==> config.mk <==
export PLATFORM = sky130hd
export DESIGN_NAME = capture_control_flat
export DESIGN_NICKNAME = d
export VERILOG_FILES = /design/src/rtl/capture_pkg.sv /design/src/rtl/capture_control_if.sv /design/src/rtl/capture_assembler.sv /design/src/rtl/capture_control.sv /design/src/flat_wrapper.sv
export SDC_FILE = /design/constraint.sdc
export NUM_CORES = 1
export LEC_CHECK = 0
export BUFFER_PORTS_ARGS = -buffer_cell sky130_fd_sc_hd__buf_4
export CAP_MARGIN = 5
export CORE_AREA = 4 4 116 118
export DETAILED_ROUTE_END_ITERATION = 8
export DIE_AREA = 0 0 120 122
export HOLD_SLACK_MARGIN = 0.03
export PLACE_DENSITY = 0.78
export SETUP_SLACK_MARGIN = 0.4
export SYNTH_ARGS = -nofsm -noshare
export SYNTH_HDL_FRONTEND = slang
export SYNTH_HIERARCHICAL = 1
export SYNTH_SLANG_ARGS = --single-unit
==> constraint.sdc <==
create_clock -name clk -period 4.9 [get_ports clk]
set_input_delay 0.49 -clock clk [delete_from_list [all_inputs] [get_ports clk]]
set_output_delay 0.49 -clock clk [all_outputs]
set_load 0.02 [all_outputs]
==> src/rtl/capture_pkg.sv <==
// rtl/capture_pkg.sv - shared state encodings and default parameters for capture_control
package capture_pkg;

    typedef enum logic [1:0] {
        IDLE      = 2'd0,
        FLUSH     = 2'd1,
        WAIT_LOCK = 2'd2,
        RUN       = 2'd3
    } cap_state_e;

    localparam logic [1:0] ST_IDLE      = 2'd0;
    localparam logic [1:0] ST_FLUSH     = 2'd1;
    localparam logic [1:0] ST_WAIT_LOCK = 2'd2;
    localparam logic [1:0] ST_RUN       = 2'd3;

    localparam int DEF_NUM_CH       = 24;
    localparam int DEF_LOCK_TIMEOUT = 4095;
    localparam int DEF_FLUSH_CYCLES = 4;
    localparam int DEF_MAX_ERRORS   = 3;

endpackage

==> src/rtl/capture_control_if.sv <==
// rtl/capture_control_if.sv - controller <-> capture channel bundle
interface capture_control_if #(
    parameter int NUM_CH = capture_pkg::DEF_NUM_CH
) ();
    logic [NUM_CH-1:0] cap_locked;
    logic [NUM_CH-1:0] cap_ready;
    logic [NUM_CH-1:0] cap_q;
    logic [NUM_CH-1:0] cap_invalid;
    logic              cap_rst;
    logic [NUM_CH-1:0] cap_ack;

    modport master (
        input  cap_locked, cap_ready, cap_q, cap_invalid,
        output cap_rst, cap_ack
    );

    modport slave (
        output cap_locked, cap_ready, cap_q, cap_invalid,
        input  cap_rst, cap_ack
    );
endinterface

==> src/rtl/capture_assembler.sv <==
// rtl/capture_assembler.sv - per-channel sample word assembly with overrun and optional skew check (CAPTURE_CTRL_SKEW_EN)
module capture_assembler #(
    parameter int NUM_CH = 4
) (
    input  logic              clk,
    input  logic              rst,
    input  logic              ce,
    input  logic              en,
    input  logic [NUM_CH-1:0] cap_ready,
    input  logic [NUM_CH-1:0] cap_q,
    output logic [NUM_CH-1:0] data,
    output logic              valid,
    output logic              overrun,
    output logic              skew_err
);
    logic [NUM_CH-1:0] pending;
    logic [NUM_CH-1:0] word;
    logic [NUM_CH-1:0] word_nxt;
    logic              strobe;
    logic              complete;

    assign strobe   = ce && en;
    // A repeat strobe wins over completion even if it also fills the last gap.
    assign overrun  = strobe && (|(cap_ready & pending));
    assign complete = strobe && !overrun && (&(pending | cap_ready));
    assign word_nxt = (word & ~cap_ready) | (cap_q & cap_ready);

    always_ff @(posedge clk) begin
        if (rst) begin
            pending <= '0;
            word    <= '0;
            data    <= '0;
            valid   <= 1'b0;
        end else begin
            valid <= complete;
            if (!en || overrun || complete) begin
                pending <= '0;
            end else if (strobe) begin
                pending <= pending | cap_ready;
            end
            if (strobe) begin
                word <= word_nxt;
            end
            if (complete) begin
                data <= word_nxt;
            end
        end
    end

`ifdef CAPTURE_CTRL_SKEW_EN
    logic [3:0] skew_q;

    always_ff @(posedge clk) begin
        if (rst || !en || overrun || complete) begin
            skew_q <= 4'd0;
        end else if (strobe && (|pending) && skew_q != 4'hF) begin
            skew_q <= skew_q + 4'd1;
        end
    end

    // skew_q lags the current ce-cycle by one, so >=2 means the spread exceeds 2.
    assign skew_err = strobe && (|pending) && (skew_q >= 4'd2);
`else
    assign skew_err = 1'b0;
`endif

endmodule

==> src/rtl/capture_control.sv <==
// rtl/capture_control.sv - capture channel sequencer and word assembler top (optional CAPTURE_CTRL_SKEW_EN)
module capture_control
    import capture_pkg::*;
#(
    parameter int NUM_CH       = DEF_NUM_CH,
    parameter int LOCK_TIMEOUT = DEF_LOCK_TIMEOUT,
    parameter int FLUSH_CYCLES = DEF_FLUSH_CYCLES,
    parameter int MAX_ERRORS   = DEF_MAX_ERRORS
) (
    input  logic              clk,
    input  logic              rst,
    input  logic              ce,
    input  logic              enable,
    capture_control_if.master cap,
    output logic [NUM_CH-1:0] data,
    output logic              valid,
    output logic [1:0]        state,
    output logic [7:0]        resyncs
);
    localparam int TMR_MAX = (LOCK_TIMEOUT > FLUSH_CYCLES) ? LOCK_TIMEOUT : FLUSH_CYCLES;
    localparam int TMR_W   = $clog2(TMR_MAX + 1);
    localparam int ERR_RAW = $clog2(MAX_ERRORS + 1);
    localparam int ERR_W   = (ERR_RAW < 1) ? 1 : ERR_RAW;

    logic [1:0]        state_q;
    logic [1:0]        state_d;
    logic [TMR_W-1:0]  tmr_q;
    logic [ERR_W-1:0]  err_q;
    logic [NUM_CH-1:0] inv_prev;
    logic              all_locked;
    logic              inv_rise;
    logic              asm_en;
    logic              ovr;
    logic              skew_err;
    logic              resync;

    assign all_locked  = &cap.cap_locked;
    assign inv_rise    = |(cap.cap_invalid & ~inv_prev);
    assign asm_en      = (state_q == ST_RUN) && enable;
    assign cap.cap_rst = (state_q == ST_IDLE) || (state_q == ST_FLUSH);
    assign state       = state_q;
    assign resync      = (state_d == ST_FLUSH) &&
                         ((state_q == ST_WAIT_LOCK) || (state_q == ST_RUN));

    always_comb begin
        state_d = state_q;
        if (!enable) begin
            state_d = ST_IDLE;
        end else if (ce) begin
            case (state_q)
                ST_IDLE: state_d = ST_FLUSH;
                ST_FLUSH: begin
                    if (tmr_q == TMR_W'(FLUSH_CYCLES - 1)) state_d = ST_WAIT_LOCK;
                end
                ST_WAIT_LOCK: begin
                    if (all_locked) state_d = ST_RUN;
                    else if (tmr_q == TMR_W'(LOCK_TIMEOUT - 1)) state_d = ST_FLUSH;
                end
                default: begin
                    if (!all_locked || err_q == ERR_W'(MAX_ERRORS) || ovr || skew_err)
                        state_d = ST_FLUSH;
                end
            endcase
        end
    end

    always_ff @(posedge clk) begin
        if (rst) begin
            state_q     <= ST_IDLE;
            tmr_q       <= '0;
            err_q       <= '0;
            inv_prev    <= '0;
            cap.cap_ack <= '0;
            resyncs     <= 8'd0;
        end else begin
            state_q <= state_d;

            if (state_d != state_q || !enable) begin
                tmr_q <= '0;
            end else if (ce && (state_q == ST_FLUSH || state_q == ST_WAIT_LOCK)) begin
                tmr_q <= tmr_q + TMR_W'(1);
            end

            if (ce) begin
                inv_prev <= cap.cap_invalid;
            end

            // Error budget is per RUN visit; anything outside RUN starts it over.
            if (state_q != ST_RUN) begin
                err_q <= '0;
            end else if (ce && inv_rise && err_q != ERR_W'(MAX_ERRORS)) begin
                err_q <= err_q + ERR_W'(1);
            end

            // Keyed to the next state so the ack is never seen outside RUN.
            cap.cap_ack <= (state_d == ST_RUN) ? cap.cap_invalid : '0;

            if (resync && resyncs != 8'hFF) begin
                resyncs <= resyncs + 8'd1;
            end
        end
    end

    capture_assembler #(
        .NUM_CH (NUM_CH)
    ) u_asm (
        .clk       (clk),
        .rst       (rst),
        .ce        (ce),
        .en        (asm_en),
        .cap_ready (cap.cap_ready),
        .cap_q     (cap.cap_q),
        .data      (data),
        .valid     (valid),
        .overrun   (ovr),
        .skew_err  (skew_err)
    );

endmodule

==> src/flat_wrapper.sv <==
// flat-port wrapper written by rule: the top's interface ports become plain ports
module capture_control_flat import capture_pkg::*;
#(
    parameter int NUM_CH       = DEF_NUM_CH,
    parameter int LOCK_TIMEOUT = DEF_LOCK_TIMEOUT,
    parameter int FLUSH_CYCLES = DEF_FLUSH_CYCLES,
    parameter int MAX_ERRORS   = DEF_MAX_ERRORS
)
  (clk, rst, ce, enable, data, valid, state, resyncs, cap_cap_locked, cap_cap_ready, cap_cap_q, cap_cap_invalid, cap_cap_rst, cap_cap_ack);
  capture_control_if #(.NUM_CH(NUM_CH)) cap_i ();
  input  logic clk;
  input  logic rst;
  input  logic ce;
  input  logic enable;
  output logic [NUM_CH-1:0] data;
  output logic valid;
  output logic [1:0] state;
  output logic [7:0] resyncs;
  input wire logic [$bits(cap_i.cap_locked)-1:0] cap_cap_locked;
  input wire logic [$bits(cap_i.cap_ready)-1:0] cap_cap_ready;
  input wire logic [$bits(cap_i.cap_q)-1:0] cap_cap_q;
  input wire logic [$bits(cap_i.cap_invalid)-1:0] cap_cap_invalid;
  output wire logic [$bits(cap_i.cap_rst)-1:0] cap_cap_rst;
  output wire logic [$bits(cap_i.cap_ack)-1:0] cap_cap_ack;
  assign cap_i.cap_locked = cap_cap_locked;
  assign cap_i.cap_ready = cap_cap_ready;
  assign cap_i.cap_q = cap_cap_q;
  assign cap_i.cap_invalid = cap_cap_invalid;
  assign cap_cap_rst = cap_i.cap_rst;
  assign cap_cap_ack = cap_i.cap_ack;
  capture_control #(.NUM_CH(NUM_CH), .LOCK_TIMEOUT(LOCK_TIMEOUT), .FLUSH_CYCLES(FLUSH_CYCLES), .MAX_ERRORS(MAX_ERRORS)) u_core (.clk(clk), .rst(rst), .ce(ce), .enable(enable), .cap(cap_i), .data(data), .valid(valid), .state(state), .resyncs(resyncs));
endmodule
## Yosys cells after proc, flatten, opt, wreduce, memory -nomap -nowiden

Index checks and enable logic that the tools add are counted.

- Equal/unequal tests: 12
- Reductions and logical operators: 31
- Add/sub/neg operators: 3
- Muxes and demuxes: 7
- Bitwise operators: 9

Operator list:

| kind | count |
|---|---|
| $and A24 B24 Y24 | 4 |
| $not A24 Y24 | 2 |
| $or A24 B24 Y24 | 2 |
| $reduce_and A24 Y1 | 2 |
| $reduce_or A24 Y1 | 2 |
| $add A12 B1 Y12 const B | 1 |
| $eq A12 B12 Y1 const B | 1 |
| $eq A12 B2 Y1 const B | 1 |
| $mux W2 | 6 |
| $logic_and A1 B1 Y1 | 10 |
| $add A8 B1 Y8 const B | 1 |
| $eq A2 B2 Y1 const B | 4 |
| $logic_or A1 B1 Y1 | 8 |
| $ne A8 B8 Y1 const B | 1 |
| $reduce_or A2 Y1 | 4 |
| $pmux W2 S3 | 1 |
| $eq A2 B1 Y1 const B | 2 |
| $logic_not A1 Y1 | 4 |
| $ne A2 B2 Y1 const B | 2 |
| $add A2 B1 Y2 const B | 1 |
| $logic_not A2 Y1 | 1 |
| $ne A2 B2 Y1 | 1 |
| $not A1 Y1 | 1 |

- Input bits: 100
- Output and inout port bits: 60
- Bits in registers: 145
- Word-level logic and storage cells: 72

## Longest topological paths before layout

- Depth in word-level cells: 12
- Gate-level depth with buffers: 15
- Depth with buffers taken out: 11

## By module

The synthesis kept the hierarchy.

Modules (own cells, without submodules):

| module | area an instance (µm²) | cells an instance | instances | seq. area each (µm²) |
|---|---|---|---|---|
| capture_control | 3224.3 | 343 | 1 | 1441.4 |
| capture_assembler | 3213.1 | 359 | 1 | 1461.4 |

## Least setup slack after synthesis

Ideal clock, no wire load.

- Path kind: register to register
- From: reg u_core.state_q[1] (netlist: u_core/state[1])
- To: reg u_core.resyncs[5]
- Path slack: 1.248 ns
- Library setup time: 0.123 ns
- Required time: 4.777 ns
- Period minus slack after synthesis: 3.652 ns
- Stages on the path, launching flop included: 15
- Data arrival time: 3.528 ns
- Path buffers: 3
- Path through: dfxtp_1 > ha_1 > and2_1 > and2_1 > clkbuf_1 > nor2b_1 > clkbuf_1 > clkbuf_1 > nor3_1 > and3_1 > a32o_1 > a211oi_2 > nand4b_1 > nor2_1 > mux2_1

- Word-level cells in the longest chain between the ends: 12
- Elaborated cells between the ends (all ways): 19
- Those cells by class: 4 x eq/ne; 7 x mux; 8 x reduce/logical

RTL lines:

| element | RTL line | text |
|---|---|---|
| start, declared | capture_control.sv:25 | `logic [1:0] state_q;` |
| start signal, assigned | capture_control.sv:76 | `state_q <= state_d;` |
| $eq A2 B2 Y1 | capture_control.sv:39 | `assign asm_en = (state_q == ST_RUN) && enable;` |
| $logic_and A1 B1 Y1 | capture_control.sv:39 |  |
| via u_core.asm_en | capture_control.sv:32 | `logic asm_en;` |
| $logic_and A1 B1 Y1 | capture_assembler.sv:22 | `assign strobe = ce && en;` |
| $logic_and A1 B1 Y1 | capture_assembler.sv:24 | `assign overrun = strobe && (\|(cap_ready & pending));` |
| via u_core.ovr | capture_control.sv:33 | `logic ovr;` |
| $logic_or A1 B1 Y1 | capture_control.sv:60 | `if (!all_locked \|\| err_q == ERR_W'(MAX_ERRORS) \|\| ovr \|\| skew_err)` |
| $mux W2 | capture_control.sv:60 |  |
| $pmux W2 S3 | capture_control.sv:50 | `case (state_q)` |
| $mux W2 | capture_control.sv:49 | `end else if (ce) begin` |
| $mux W2 | capture_control.sv:47 | `if (!enable) begin` |
| $eq A2 B1 Y1 | capture_control.sv:42 | `assign resync = (state_d == ST_FLUSH) &&` |
| $logic_and A1 B1 Y1 | capture_control.sv:42 |  |
| $logic_and A1 B1 Y1 | capture_control.sv:98 | `if (resync && resyncs != 8'hFF) begin` |
| end signal, assigned | capture_control.sv:99 | `resyncs <= resyncs + 8'd1;` |
| end, declared | capture_control.sv:18 | `output logic [7:0] resyncs` |

The timed path passes the listed nets, and every way through them passes these cells.
A chain may end at the register's enable or synchronous reset.

## Final worst setup path

- From: reg u_core.state_q[1] (netlist: u_core/state[1])
- To: reg u_core.cap.cap_ack[16]

- Word-level cells in the longest chain between the ends: 12
- Elaborated cells between the ends (all ways): 18
- Those cells by class: 4 x eq/ne; 7 x mux; 1 x bitwise; 6 x reduce/logical

RTL lines:

| element | RTL line | text |
|---|---|---|
| $eq A2 B2 Y1 | capture_control.sv:39 |  |
| $logic_and A1 B1 Y1 | capture_control.sv:39 |  |
| via u_core.asm_en | capture_control.sv:32 |  |
| $logic_and A1 B1 Y1 | capture_assembler.sv:22 |  |
| $logic_and A1 B1 Y1 | capture_assembler.sv:24 |  |
| via u_core.ovr | capture_control.sv:33 |  |
| $logic_or A1 B1 Y1 | capture_control.sv:60 |  |
| $mux W2 | capture_control.sv:60 |  |
| $pmux W2 S3 | capture_control.sv:50 |  |
| $mux W2 | capture_control.sv:49 |  |
| $mux W2 | capture_control.sv:47 |  |
| $eq A2 B2 Y1 | capture_control.sv:96 | `cap.cap_ack <= (state_d == ST_RUN) ? cap.cap_invalid : '0;` |
| $not A1 Y1 (no line) | - |  |
| $reduce_or A2 Y1 (no line) | - |  |
| end signal, assigned | capture_control.sv:96 |  |
| end, declared | capture_control_if.sv:14 | `output cap_rst, cap_ack` |

The timed path passes the listed nets, and every way through them passes these cells.

==> impl_metrics.py <==
metrics = {
    "sta": {
        "fmax_ghz": 0.297,
        "tightest_slew_ps": 912,
        "tns_ps": 0,
        "hold_viol_final": 0,
        "drv_slew": 0,
        "setup-violations-final": 0,
        "period_share_pct": 68.7,
        "clock_skew_ps": 6.55,
        "slew_headroom_pct": 39.2,
        "layout_min_cycle_time_ps": 3360,
        "rsz0062_at_grt": "false",
    },
    "floorplanning": {
        "row_count": 41,
        "die_y_um": 122,
        "initial_core_util_pct": 51.6,
        "io_pins": 160,
        "core_mm2": 0.0125,
        "die_x_um": 120,
        "dieArea_mm2": 0.0146,
    },
    "setup_path": {
        "rr_worst_depth": 11,
        "cp_num_buf_inv": 0,
        "critPathCaptureType": "register",
        "critPathSlowestCell": "a211oi_4",
        "cp.required_ps": 5260,
        "cp-start-kind": "register",
        "crit_top_cell": "and2_1",
        "crit_family": "simple AND/OR/NAND/NOR gates",
        "critPathArrivalTime_ps": 3730,
        "cp_max_fo": 24,
        "r2r_slack_ps": 1540,
        "r2r-end": "u_core/cap.cap_ack[16]$_SDFF_PP0_",
        "r2r_start": "u_core/state[1]$_SDFF_PP0_",
        "slowest_delay_ps": 660,
        "path_cells": "ha_1 > and2_1 > and2_2 > nor2b_1 > nor3_1 > and3_1 > a32o_1 > a21oi_2 > nand3b_2 > a211oi_4 > and2_1",
        "worstSetupPathType": "reg2reg",
        "worst-path-stages": 11,
        "cp-startpoint": "u_core/state[1]$_SDFF_PP0_",
        "critPathCapture": "u_core/cap.cap_ack[16]$_SDFF_PP0_",
    },
    "detailed_routing": {
        "vias": 5914,
        "dr.pass1.iters": 5,
        "viasPerCell": 5.74,
        "wl_um": 17300,
        "first_iter_violations": 376,
        "ant_nets": 0,
        "drcViolationCount": 0,
        "wl_per_cell_um": 16.8,
    },
    "global_route": {
        "grt_max_degree": 88,
        "overflow": 0,
        "antenna_found_initial": 0,
        "grt_usage_pct": 23.4,
        "grt_pass1_wl_um": 27500,
        "grt_pass1_vias": 5838,
    },
    "placement": {
        "place_congestion": 0.923,
        "portBuffers": 159,
        "place_hpwl_um": 12300,
        "placed_area_mm2": 0.00770,
        "dpl.cell_count": 997,
    },
    "clock_network": {
        "cts_max_path_buffers": 2,
        "clock-root-buffer": "clkbuf_16",
        "cts_htree_levels": 4,
        "numCtsBuffers": 17,
        "ctsHoldBuffers": 0,
        "ctsResizeCount": 0,
        "tritoncts": "yes",
        "clk-insertion-delay-late_ps": 430,
        "clk_pin_slew_ps": 60,
        "post_cts_buffers": 0,
        "clock_sinks": 145,
    },
    "logic_synthesis": {
        "synth_top_family_by_area": "simple AND/OR/NAND/NOR gates",
        "synth_xor_area_share_pct": 2.04,
        "synth_compound_area_share_pct": 16.7,
        "syn-num-nets": 810,
        "ys_types": 61,
        "async_flop_share_pct": 0,
        "synthAdderAreaFrac_pct": 1.55,
        "ys_warn_count": 6,
        "seq_area_frac_synth_pct": 45.1,
        "ys_ff_latch": 145,
        "synthesis.area_mm2": 0.00644,
        "ys.flop_type": "dfxtp_1",
        "synth_cells": 702,
        "synthMuxAreaShare_pct": 7.95,
        "synth_edf_count": 0,
        "yosys.area_share.simple_pct": 21.4,
        "post_synth.cell_area_avg_um2": 9.17,
    },
    "cells_and_area": {
        "syn_to_final_growth_pct": 28.3,
        "finish.utilization_pct": 66.3,
        "fin_nets": 953,
        "layoutNonFillerInstCount": 1030,
        "final_area_mm2": 0.00826,
        "fillers": 1008,
        "final_common_cell": "buf_4",
        "drive_above_1_share_pct": 26.3,
        "layout_common_cells": "166 x buf_4, 145 x dfxtp_1, 62 x nand2_1",
        "diodes": 0,
    },
    "worst_hold_path": {
        "hp-class": "in2reg",
    },
    "power": {
        "finalPower_mw": 2.58,
        "leakage_nw": 3.31,
        "ir_worst_vdd_mv": 0.205,
        "power.density_mw_per_mm2": 312,
    },
    "run_status": {
        "status": "completed",
    },
    "job": {
        "maxCapViolations": 0,
    },
}
-- logic make-up after synthesis --
group,Yosys count
other,1
buffers and inverters,75
xor gates and xnor gates,15
DFF,145
AOI/OAI and AO/OA,160
muxes,51
and+or+nand+nor,247
adders and majority gates,8
-- power breakdown --
part | internal (mW) | total, mW | switching (mW)
registers | 1.19 | 1.20 | 0.00739
logic | 0.0859 | 0.176 | 0.0899
clock network | 0.708 | 1.20 | 0.494
-- synth_stat cells (all sizes together), types with 15 or more instances --
library cell	number	area [µm²]
clkbuf	26	97.6
and2	28	175
a21oi	52	264
buf	16	113
nor2	54	228
nor4b	25	225
nand4	15	100
nand3	35	180
a31oi	27	169
dfxtp	145	2900
o22ai	16	100
a211oi	28	233
inv	33	124
mux2i	50	500
nand2	62	233
-- area by class of cell --
cell class	instances	area, µm²	area share, %
multi-input cells	482	3220	38.9
flip-flops and latches	145	2900	35.1
clock inverters	13	114	1.38
clock buffers	19	443	5.36
repair buffers	166	1250	15.1
well taps	172	215	2.60
inverters	33	124	1.50
-- worst register-to-register path, cell delays in order (launching register included) --
cell,delay [ps]
dfxtp_1,500
ha_1,410
and2_1,250
and2_2,160
nor2b_1,170
nor3_1,100
and3_1,190
a32o_1,290
a21oi_2,200
nand3b_2,150
a211oi_4,660
and2_1,230
-- worst min path at each step --
| stage | start | endpoint | cells after the start |
|---|---|---|---|
| final | cap_cap_invalid[12] | u_core/cap.cap_ack[12]$_SDFF_PP0_ | 2 |
| after floorplan | u_core/u_asm/word[0]$_SDFFE_PP0P_ | u_core/u_asm/word[0]$_SDFFE_PP0P_ | 2 |
| after detailed placement | u_core/u_asm/word[23]$_SDFFE_PP0P_ | u_core/u_asm/word[23]$_SDFFE_PP0P_ | 2 |
| after global placement | u_core/u_asm/word[10]$_SDFFE_PP0P_ | u_core/u_asm/word[10]$_SDFFE_PP0P_ | 2 |
| after global routing | cap_cap_invalid[12] | u_core/cap.cap_ack[12]$_SDFF_PP0_ | 2 |
| after CTS | cap_cap_invalid[12] | u_core/cap.cap_ack[12]$_SDFF_PP0_ | 2 |
-- registers in the layout, summed over array words and instances (netlist names), 2 cells and up --
name,count
u_core/err_q,2
u_core/u_asm/pending,24
u_core/state,2
u_core/u_asm/data,24
u_core/tmr_q,12
u_core/inv_prev,24
u_core/u_asm/word,24
u_core/cap.cap_ack,24
u_core/resyncs,8
-- metal layers --
metal	vias up	global-route usage, %	part of all wire (%)
met5	-	0	0
met4	0	9.74	2.4
met3	39	6.92	7.5
met2	234	40.2	50
met1	2814	27.3	40
li1	2827	-	-
-- stage by stage --
stage | hold slack, ps | setup WS (ps)
2_1_floorplan | 436 | 1250
3_3_place_gp | 441 | 1500
3_5_place_dp | 448 | 1400
4_1_cts | 275 | 1510
5_1_grt | 276 | 1230
6_report | 287 | 1540
Power figures use the tool's default switching activity.
